<file path="src/rtl/time_counter_pkg.sv">
// Shared types and constants for the BCD time-of-day counter: digit type,
// per-digit limits, FSM states and nibble positions in the 24-bit packing.
package time_counter_pkg;

    typedef logic [3:0] bcd_digit_t;

    localparam bcd_digit_t SEC_TENS_MAX = 4'd5;
    localparam bcd_digit_t MIN_TENS_MAX = 4'd5;
    localparam bcd_digit_t UNITS_MAX    = 4'd9;

    typedef enum logic {
        RUN     = 1'b0,
        EXPIRED = 1'b1
    } state_e;

    localparam int NUM_DIGITS = 6;
    localparam int DIGITS_W   = 4 * NUM_DIGITS;

    localparam int S0_LSB = 0;
    localparam int S1_LSB = 4;
    localparam int M0_LSB = 8;
    localparam int M1_LSB = 12;
    localparam int H0_LSB = 16;
    localparam int H1_LSB = 20;

    function automatic bcd_digit_t digit_at(input logic [DIGITS_W-1:0] v, input int lsb);
        return v[lsb +: 4];
    endfunction

endpackage

</file>
<file path="src/rtl/bcd_digit_counter.sv">
// One BCD nibble of the time chain: wraps at i_max when counting up, reloads
// i_max on borrow when counting down, and reports carry/borrow to the next digit.
module bcd_digit_counter
    import time_counter_pkg::*;
(
    input  logic       i_clk,
    input  logic       i_reset,
    input  bcd_digit_t i_max,
    input  logic       i_inc,
    input  logic       i_dec,
    input  logic       i_cin,
    input  logic       i_clr,
    input  logic       i_load,
    input  bcd_digit_t i_load_val,
    output bcd_digit_t o_digit,
    output logic       o_cout
);

    bcd_digit_t r_digit;
    bcd_digit_t w_next;
    logic       w_at_max;
    logic       w_at_zero;

    assign w_at_max  = (r_digit == i_max);
    assign w_at_zero = (r_digit == 4'd0);

    // i_clr lets the top force the 23->00 hour wrap over normal carry behaviour.
    always_comb begin
        w_next = r_digit;
        if (i_clr) begin
            w_next = 4'd0;
        end else if (i_load) begin
            w_next = i_load_val;
        end else if (i_cin && i_inc) begin
            w_next = w_at_max ? 4'd0 : r_digit + 4'd1;
        end else if (i_cin && i_dec) begin
            w_next = w_at_zero ? i_max : r_digit - 4'd1;
        end
    end

    always_ff @(posedge i_clk) begin
        if (i_reset) begin
            r_digit <= 4'd0;
        end else begin
            r_digit <= w_next;
        end
    end

    assign o_digit = r_digit;
    assign o_cout  = i_cin && ((i_inc && w_at_max) || (i_dec && w_at_zero));

endmodule

</file>
<file path="src/rtl/bcd_time_counter.sv">
// HH:MM:SS BCD time-of-day counter with up/down count, validated preset and a
// countdown-expired state; feeds the seven-segment display path.
module bcd_time_counter
    import time_counter_pkg::*;
#(
    parameter int MAX_HOUR_TENS         = 2,
    parameter int MAX_HOUR_UNITS_AT_TOP = 3
) (
    input  logic                clk_1Hz_risingEdge,
    input  logic                reset,
    input  logic                enable,
    input  logic                count_down,
    input  logic                load,
    input  logic [DIGITS_W-1:0] load_value,
    output logic [DIGITS_W-1:0] digits,
    output logic                rollover,
    output logic                expired,
    output logic                load_error
);

    localparam bcd_digit_t HOUR_TENS_MAX  = bcd_digit_t'(MAX_HOUR_TENS);
    localparam bcd_digit_t HOUR_UNITS_TOP = bcd_digit_t'(MAX_HOUR_UNITS_AT_TOP);

    state_e     r_state;
    state_e     w_state_next;
    logic       r_rollover;
    logic       r_load_error;

    logic       w_load_ok;
    logic       w_load_accept;
    logic       w_is_zero;
    logic       w_is_one;
    logic       w_count_up;
    logic       w_count_down;
    logic       w_hour_wrap;
    logic       w_rollover_next;
    logic [5:0] w_cin;
    logic [5:0] w_cout;
    logic [5:0] w_clr;
    bcd_digit_t w_max   [NUM_DIGITS];
    bcd_digit_t w_digit [NUM_DIGITS];

    function automatic logic load_valid(input logic [DIGITS_W-1:0] v);
        bcd_digit_t h1, h0, m1, m0, s1, s0;
        h1 = digit_at(v, H1_LSB);
        h0 = digit_at(v, H0_LSB);
        m1 = digit_at(v, M1_LSB);
        m0 = digit_at(v, M0_LSB);
        s1 = digit_at(v, S1_LSB);
        s0 = digit_at(v, S0_LSB);
        return (s1 <= SEC_TENS_MAX) && (s0 <= UNITS_MAX) &&
               (m1 <= MIN_TENS_MAX) && (m0 <= UNITS_MAX) &&
               (h0 <= UNITS_MAX)    && (h1 <= HOUR_TENS_MAX) &&
               !((h1 == HOUR_TENS_MAX) && (h0 > HOUR_UNITS_TOP));
    endfunction

    assign w_load_ok     = load_valid(load_value);
    assign w_load_accept = load && w_load_ok;
    assign w_is_zero     = (digits == 24'h000000);
    assign w_is_one      = (digits == 24'h000001);

    // State register
    always_ff @(posedge clk_1Hz_risingEdge) begin
        if (reset) begin
            r_state <= RUN;
        end else begin
            r_state <= w_state_next;
        end
    end

    // Next-state logic: any load (valid or not) suppresses counting decisions.
    always_comb begin
        w_state_next = r_state;
        if (load) begin
            if (w_load_ok) begin
                w_state_next = RUN;
            end
        end else begin
            case (r_state)
                RUN: begin
                    if (enable && count_down && (w_is_zero || w_is_one)) begin
                        w_state_next = EXPIRED;
                    end
                end
                EXPIRED: begin
                    if (!count_down) begin
                        w_state_next = RUN;
                    end
                end
                default: w_state_next = RUN;
            endcase
        end
    end

    // Output logic: per-cycle count direction for the digit chain.
    always_comb begin
        w_count_up   = 1'b0;
        w_count_down = 1'b0;
        if (!load && (r_state == RUN) && enable) begin
            if (count_down) begin
                w_count_down = !w_is_zero;
            end else begin
                w_count_up = 1'b1;
            end
        end
    end

    assign w_max[0] = UNITS_MAX;
    assign w_max[1] = SEC_TENS_MAX;
    assign w_max[2] = UNITS_MAX;
    assign w_max[3] = MIN_TENS_MAX;
    assign w_max[4] = UNITS_MAX;
    assign w_max[5] = HOUR_TENS_MAX;

    // A carry out of minutes-tens only happens at :59:59, so this is the day wrap.
    assign w_hour_wrap = w_count_up && w_cout[3] &&
                         (w_digit[5] == HOUR_TENS_MAX) && (w_digit[4] == HOUR_UNITS_TOP);

    assign w_cin           = {w_cout[4:0], (w_count_up || w_count_down)};
    assign w_clr           = {w_hour_wrap, w_hour_wrap, 4'b0000};
    assign w_rollover_next = w_hour_wrap || (w_count_up && w_cout[5]);

    for (genvar g = 0; g < NUM_DIGITS; g++) begin : g_digit
        bcd_digit_counter u_digit (
            .i_clk      (clk_1Hz_risingEdge),
            .i_reset    (reset),
            .i_max      (w_max[g]),
            .i_inc      (w_count_up),
            .i_dec      (w_count_down),
            .i_cin      (w_cin[g]),
            .i_clr      (w_clr[g]),
            .i_load     (w_load_accept),
            .i_load_val (load_value[4*g +: 4]),
            .o_digit    (w_digit[g]),
            .o_cout     (w_cout[g])
        );
        assign digits[4*g +: 4] = w_digit[g];
    end

    always_ff @(posedge clk_1Hz_risingEdge) begin
        if (reset) begin
            r_rollover   <= 1'b0;
            r_load_error <= 1'b0;
        end else begin
            r_rollover   <= w_rollover_next;
            r_load_error <= load && !w_load_ok;
        end
    end

    assign rollover   = r_rollover;
    assign load_error = r_load_error;
    assign expired    = (r_state == EXPIRED);

endmodule

</file>
<file path="config.mk">
export PLATFORM = sky130hd
export DESIGN_NAME = bcd_time_counter
export DESIGN_NICKNAME = d
export VERILOG_FILES = /design/src/rtl/time_counter_pkg.sv /design/src/rtl/bcd_digit_counter.sv /design/src/rtl/bcd_time_counter.sv
export SDC_FILE = /design/constraint.sdc
export NUM_CORES = 1
export LEC_CHECK = 0
export ABC_AREA = 1
export CELL_PAD_IN_SITES_DETAIL_PLACEMENT = 1
export CELL_PAD_IN_SITES_GLOBAL_PLACEMENT = 1
export CORE_MARGIN = 5
export CORE_UTILIZATION = 30
export CTS_CLUSTER_DIAMETER = 60
export DETAILED_ROUTE_END_ITERATION = 12
export PLACE_DENSITY = 0.73
export SKIP_LAST_GASP = 1
export SLEW_MARGIN = 20
export SYNTH_ARGS = -nofsm -noshare
export SYNTH_HDL_FRONTEND = slang
export SYNTH_SLANG_ARGS = --single-unit
</file>
<file path="constraint.sdc">
create_clock -name clk_1Hz_risingEdge -period 2.43 [get_ports clk_1Hz_risingEdge]
set_input_delay 0.486 -clock clk_1Hz_risingEdge [delete_from_list [all_inputs] [get_ports clk_1Hz_risingEdge]]
set_output_delay 0.486 -clock clk_1Hz_risingEdge [all_outputs]
set_load 0.05 [all_outputs]
</file>
Yosys cells after proc, flatten, opt, wreduce, memory -nomap -nowiden
Index checks and enable logic that the tools add are counted.
{"block": "word_totals", "romBits": 0, "latch_bits": 0, "ramBits": 0, "out_inout_bits": 27, "n_memories": 0, "in_bits": 29, "wordCells": 151, "register_bits": 27}
{"block": "op_classes", "reduce_logical": 73, "shift": 0, "div_mod_pow": 0, "n_mul": 0, "mux": 39, "n_eq_ne": 10, "order_cmp": 7, "addsub": 12, "n_bitwise": 1}
{"cell": "2-to-1 mux 4 bit", "n": 30}
{"cell": "logical AND 1 bit", "n": 46}
{"cell": "adder 4 x 1 -> 4 bit, second input constant", "n": 6}
{"cell": "equality test 24 x 1 -> 1 bit, second input constant", "n": 1}
{"cell": "logical NOT 24 bit", "n": 1}
{"cell": "logical NOT 4 bit", "n": 6}
{"cell": "subtractor 4 x 1 -> 4 bit, second input constant", "n": 6}
{"cell": "nonzero test 3 bit", "n": 6}
{"cell": "equality test 4 x 2 -> 1 bit, second input constant", "n": 3}
{"cell": "equality test 4 bit, second input constant", "n": 3}
{"cell": "less-or-equal comparator 4 bit, second input constant", "n": 3}
{"cell": "logical OR 1 bit", "n": 9}
{"cell": "equality test 4 x 3 -> 1 bit, second input constant", "n": 2}
{"cell": "less-or-equal comparator 4 x 3 -> 1 bit, second input constant", "n": 2}
{"cell": "2-to-1 mux 1 bit", "n": 8}
{"cell": "greater-than comparator 4 x 2 -> 1 bit, second input constant", "n": 1}
{"cell": "less-or-equal comparator 4 x 2 -> 1 bit, second input constant", "n": 1}
{"cell": "logical NOT 1 bit", "n": 4}
{"cell": "inequality test 2 x 1 -> 1 bit, second input constant", "n": 1}
{"cell": "case mux 1 bit (2 select lines)", "n": 1}
{"cell": "OR reduction 2 bit", "n": 1}
{"cell": "NOT 1 bit", "n": 1}

Depth between registers and ports, before layout
{"block": "logic_depth", "depth_word": 15, "mapped_depth": 15, "mapped_depth_nobuf": 15}

Cells and area by module
A second synthesis with hierarchy kept.
{"block": "unflattened", "hier_cells": 647, "hier_area_um2": 3344.5}
{"mod": "bcd_digit_counter", "cells_each": 95, "seq_area_each_um2": 80.1, "area_each_um2": 494.2, "n_inst": 6}
{"mod": "bcd_time_counter", "cells_each": 77, "seq_area_each_um2": 60.1, "area_each_um2": 379.1, "n_inst": 1}

Least setup slack after synthesis
OpenSTA, ideal clock, no wires.
{"block": "synth_timing", "path_kind": "flip-flop to flip-flop", "start": "reg g_digit[5].u_digit.r_digit[0]", "end": "reg g_digit[4].u_digit.r_digit[1]", "setup_ns": 0.109, "t_required_ns": 2.321, "path_slack_ns": 0.104, "t_arrival_ns": 2.217, "period_less_slack_ns": 2.326, "stages_incl_launch_ff": 15, "n_path_buf": 0, "cell_sequence": "dfxtp_1 -> inv_1 -> ha_1 -> nand2_2 -> nor2_2 -> nand3_4 -> nand2_4 -> o21ai_4 -> nand3_2 -> nand2_4 -> nand2_4 -> a21oi_1 -> nand2_1 -> nand2_1 -> inv_1"}
{"block": "synth_via", "elab_chain_cells": 14, "word_cells_on_any_way": 26, "classes_between": "eq/ne (1); mux (4); reduce/logical (21)"}
{"element": "from (decl)", "line": "bcd_digit_counter.sv:19", "source": "bcd_digit_t r_digit;"}
{"element": "from (signal assigned)", "line": "bcd_digit_counter.sv:45", "source": "r_digit <= w_next;"}
{"element": "logical NOT 24 bit", "line": "bcd_time_counter.sv:59", "source": "assign w_is_zero = (digits == 24'h000000);"}
{"element": "logical NOT 1 bit", "line": "bcd_time_counter.sv:101", "source": "w_count_down = !w_is_zero;"}
{"element": "2-to-1 mux 1 bit", "line": "bcd_time_counter.sv:100", "source": "if (count_down) begin"}
{"element": "2-to-1 mux 1 bit", "line": "bcd_time_counter.sv:99", "source": "if (!load && (r_state == RUN) && enable) begin"}
{"element": "logical AND 1 bit", "line": "bcd_digit_counter.sv:50", "source": "assign o_cout = i_cin && ((i_inc && w_at_max) || (i_dec && w_at_zero));"}
{"element": "logical OR 1 bit", "line": "bcd_digit_counter.sv:50"}
{"element": "logical AND 1 bit (4 in a row)", "line": "bcd_digit_counter.sv:50"}
{"element": "logical AND 1 bit", "line": "bcd_digit_counter.sv:34, bcd_time_counter.sv:116"}
{"element": "logical AND 1 bit", "line": "bcd_time_counter.sv:116", "source": "assign w_hour_wrap = w_count_up && w_cout[3] &&"}
{"element": "logical AND 1 bit", "line": "bcd_time_counter.sv:117", "source": "(w_digit[5] == HOUR_TENS_MAX) && (w_digit[4] == HOUR_UNITS_TOP);"}
{"element": "OR reduction 2 bit (no source line)"}
{"element": "to (signal assigned)", "line": "bcd_digit_counter.sv:45"}
{"element": "to (decl)", "line": "bcd_digit_counter.sv:19"}
Several ways; a longest one is shown, not always the timed one.
A chain may end at the register's enable or synchronous reset.

Final worst setup path
{"block": "layout_timing", "start": "reg g_digit[5].u_digit.r_digit[0]", "end": "reg g_digit[4].u_digit.r_digit[2]"}
Same word-level chain as after synthesis.

==> impl.org <==
** Setup path
- The worst setup path is captured at a flip-flop.
- The worst setup path is launched from a flip-flop.
- At the worst endpoint, the arrival time is 2.41 ns.
- Critical Path Start :: g_digit[5].u_digit.o_digit[0]$_SDFFE_PP0P_
- In this run the worst setup path terminates at g_digit[4].u_digit.o_digit[2]$_SDFFE_PP0P_.
- Reg2reg path depth :: 14
- The worst register-to-register path has a setup slack of 0.22 ns.
- Maximum fanout encountered on the critical timing path :: 8
- The worst setup path is of the flip-flop to flip-flop kind.
- In this run the critical register-to-register path is captured at g_digit[4].u_digit.o_digit[2]$_SDFFE_PP0P_.
- Required time reported for the critical path endpoint :: 2.63 ns
- The startpoint identified for the worst register-to-register timing path is g_digit[5].u_digit.o_digit[0]$_SDFFE_PP0P_.

** Clock network
- Buffers added to address setup during post-CTS repair amount to 0.
- The clock net in this run drives a total of 27 sinks.
- Cts hold-fix bufs :: 0
- Maximum buffer depth of the clock tree :: 2
- In this run the number of H-tree levels came out at 1.
- TritonCTS clock tree :: built
- Clock Pin Slew Worst Setup and Hold Paths :: 0.11 ns
- CTS placed an instance of sky130_fd_sc_hd__clkbuf_8 at the clock tree root.
- # resized after CTS :: 0
- Counting the buffers created by CTS gives 3.
- Insertion delay to the later sink of the worst-skew pair :: 0.29 ns

** GRT
- Maximum number of pins on one net before global-route repair :: 15
- Overall fraction of global-route tracks in use :: 17.1%
- Antenna violations before repair :: 0
- The number of global-route vias before repair is 2,910.
- First-pass GRT wire length :: 14,000 um
- Grt ovf :: 0

** STA
- Transition time of the tightest slew-check pin :: 0.583 ns
- Once routing completed, OpenROAD measured the worst setup slack at 0.222 ns.
- Timing-limited maximum frequency :: 0.453 GHz
- Post-layout min period :: 2.21 ns
- RSZ-0062 raised after global routing :: false
- Total count of hold-check failures in the final report :: 0
- Worst relative slew slack :: 60.8%
- The final critical path takes up 90.9% of the cycle.
- Setup violations remaining at the end of the flow were counted as 0.
- The final number of max-transition violations was 0.
- For the final database, setup skew stands at 0.00351 ns.

** Pwr
- Fraction of power spent switching nets :: 33.2%
- Share of power burned in combinational logic :: 26.3%
- Registers are responsible for 45.7% of the overall power.
- Power per cell area :: 320 mW/mm^2
- Internal power summed over all cells :: 0.683 mW
- Clock share of power :: 28.0%
- Maximum ir drop on the vdd rail :: 210 uV
- Leakage power :: 1.43 nW
- Sw power :: 0.339 mW

** Synth
- Yosys mapped a number of flops with a built-in enable equal to 0.
- Fraction of post-synthesis cell area in the top cell type by area :: 23.0%
- Synthesized net count :: 399
- The mapped netlist covers 0.00235 mm^2.
- Sequential element share of the synthesized area :: 23.0%
- Counting distinct cell types in the post-synthesis netlist gives 42.
- For this run, asynchronously set or reset flops after synthesis account for 0%.
- For this run, the leading register cell type out of synthesis is sky130_fd_sc_hd__dfxtp_1.
- Average size of a mapped cell :: 6.42 um^2
- Leading post-synthesis cells by cell area :: sky130_fd_sc_hd__dfxtp_1 23%, sky130_fd_sc_hd__nand2_1 15%, sky130_fd_sc_hd__inv_1 7.2%, sky130_fd_sc_hd__a21oi_1 7.0%, sky130_fd_sc_hd__o21ai_0 6.6%
- Summed over all instances, the cell type with the most area after synthesis is sky130_fd_sc_hd__dfxtp_1.
- The synthesized design contains 27 register bits.
- During synthesis, Yosys emitted a total of 0 warnings.
- The cell count after synthesis came out at 366.

** Routing
- Final routed DRC violation total :: 0
- Routed vias :: 2,684
- After detailed routing, the total wire length is 8030 um.
- Pre-antenna DRT Iters :: 4
- In this run, the number of DRC markers left after iteration 0 of detailed routing was 74.
- WL per Instance :: 14.8 um
- Number of vias per cell after detailed routing :: 4.95
- The count of nets left with antenna violations once routing finished came out at 0.

** Run status
- The run finished with clean final reports.

** Layout
- Post-layout net count :: 474
- Number of filler cells placed in the layout :: 1,024
- Diode count :: 0
- Area grow syn2layout :: 36.0%
- Across the whole layout, storage elements account for 541 um^2.
- Most used cells in the layout excluding fill and tap cells :: 91 x sky130_fd_sc_hd__nand2_1, 55 x sky130_fd_sc_hd__clkdlybuf4s50_1, 45 x sky130_fd_sc_hd__inv_1, 33 x sky130_fd_sc_hd__a21oi_1, 31 x sky130_fd_sc_hd__o21ai_0
- Summing all multi-input logic gate instances after layout gives 0.00159 mm^2.
- Share of layout cells above drive strength 1 :: 14.5%
- The finished cells cover 0.00320 mm^2.
- Commonest non-fill, non-tap cell in the layout :: sky130_fd_sc_hd__nand2_1
- Share of the core filled with cells :: 41.6%

** Die
- Std cell rows :: 32
- The die is 98.5 um wide.
- Once the floorplan was initialized, standard cells occupied 30.6% of the core.
- Measured along the y axis, the die boundary spans 98.5 um.
- The floorplan step defined a core boundary enclosing 0.00769 mm^2.
- Total Die Area :: 0.00970 mm^2
- 56 I/O pins were placed.

** Placed design
- OpenSTA, run right after detailed placement, puts the worst setup slack at -0.0536 ns.
- Placed cell areas :: 0.00315 mm^2
- Summed over all nets, the half-perimeter wirelength after detailed placement is 6680 um.
- At the end of routability-driven placement, the weighted congestion stood at 0.836.
- I/O Buffers :: 55

** Worst hold path
- Hold/Removal Path Class :: flip-flop to flip-flop

** Flow run
- The tool flagged a number of max-cap violations equal to 0.
## power by group through the flow
| stage | logic [mW] | clock network, mW | registers, mW |
|---|---|---|---|
| CTS | 0.272 | 0.304 | 0.467 |
| detailed placement | 0.270 | 0 | 0.477 |
| floorplan | 0.127 | 0 | 0.505 |
| finish | 0.269 | 0.286 | 0.467 |
| global route | 0.294 | 0.317 | 0.469 |
| global placement | 0.266 | 0 | 0.477 |
## cell type report
class / instances / share of cell area, %
clock buffers: 4 / 1.41
inverters: 49 / 5.76
multi-input cells: 284 / 49.8
flip-flops and latches: 27 / 16.9
well taps: 102 / 3.99
repair buffers: 76 / 22.2
## flip-flops by register name, summed over array words and instances (netlist names)
register	count
expired	1
g_digit.u_digit.o_digit	24
load_error	1
rollover	1
## critical path, stage by stage (launching register included)
cell and delay (ns):
sky130_fd_sc_hd__dfxtp_1 0.44, sky130_fd_sc_hd__inv_1 0.12, sky130_fd_sc_hd__ha_1 0.25, sky130_fd_sc_hd__nand2_2 0.13, sky130_fd_sc_hd__nor2_2 0.08, sky130_fd_sc_hd__nand3_4 0.12, sky130_fd_sc_hd__nand2_4 0.10, sky130_fd_sc_hd__o21ai_4 0.19
sky130_fd_sc_hd__nand3_2 0.14, sky130_fd_sc_hd__nand2_4 0.14, sky130_fd_sc_hd__nand2_4 0.10, sky130_fd_sc_hd__a21oi_1 0.16, sky130_fd_sc_hd__nand2_1 0.07, sky130_fd_sc_hd__nand2_1 0.06, sky130_fd_sc_hd__inv_1 0.03
## worst min-delay path by stage
stage | depth (start not counted) | slack (ns) | startpoint | endpoint
after floorplan | 1 | 0.59 | reset | expired$_SDFFE_PP0N_
after global placement | 2 | 0.53 | g_digit[1].u_digit.o_digit[2]$_SDFFE_PP0P_ | g_digit[1].u_digit.o_digit[2]$_SDFFE_PP0P_
after detailed placement | 2 | 0.52 | expired$_SDFFE_PP0N_ | expired$_SDFFE_PP0N_
after CTS | 2 | 0.53 | expired$_SDFFE_PP0N_ | expired$_SDFFE_PP0N_
after global routing | 2 | 0.57 | expired$_SDFFE_PP0N_ | expired$_SDFFE_PP0N_
final | 2 | 0.53 | expired$_SDFFE_PP0N_ | expired$_SDFFE_PP0N_
## layer usage
layer,up-vias,global-route usage (%),part of all wire [%]
met1,1275,22.0,46
li1,1368,-,-
met5,-,0,0
met3,4,2.97,3.2
met2,37,30.7,50
met4,0,2.10,0.49
## kinds of logic (layout without fill, tap and decap cells)
family / count (synthesis) / after routing / share of synthesized area (%)
flops: 27 / 27 / 23.0
xor+xnor: 7 / 7 / 2.61
fa+ha+maj: 4 / 4 / 2.13
compound gates: 95 / 95 / 24.1
simple gates: 178 / 178 / 38.8
buf+inv: 55 / 129 / 9.32
## per-stage QoR
step | instances | power [mW] | hold WS (ns) | TNS, ns
3_3_place_gp | 538 | 0.743 | 0.529 | -0.00521
3_5_place_dp | 538 | 0.747 | 0.520 | -0.103
5_1_grt | 542 | 1.08 | 0.568 | 0
6_report | 542 | 1.02 | 0.528 | 0
2_1_floorplan | 366 | 0.632 | 0.588 | 0
4_1_cts | 542 | 1.04 | 0.533 | 0
## Yosys cell counts (all sizes together), types with 4 or more instances
cell / count
nand4: 6
a21oi: 36
a31oi: 7
nor2: 39
o211ai: 5
xor2: 7
o21ai: 35
ha: 4
dfxtp: 27
nand3: 26
inv: 48
nand2: 103
buf: 5
No activity file was read; power rests on OpenSTA's default activity.
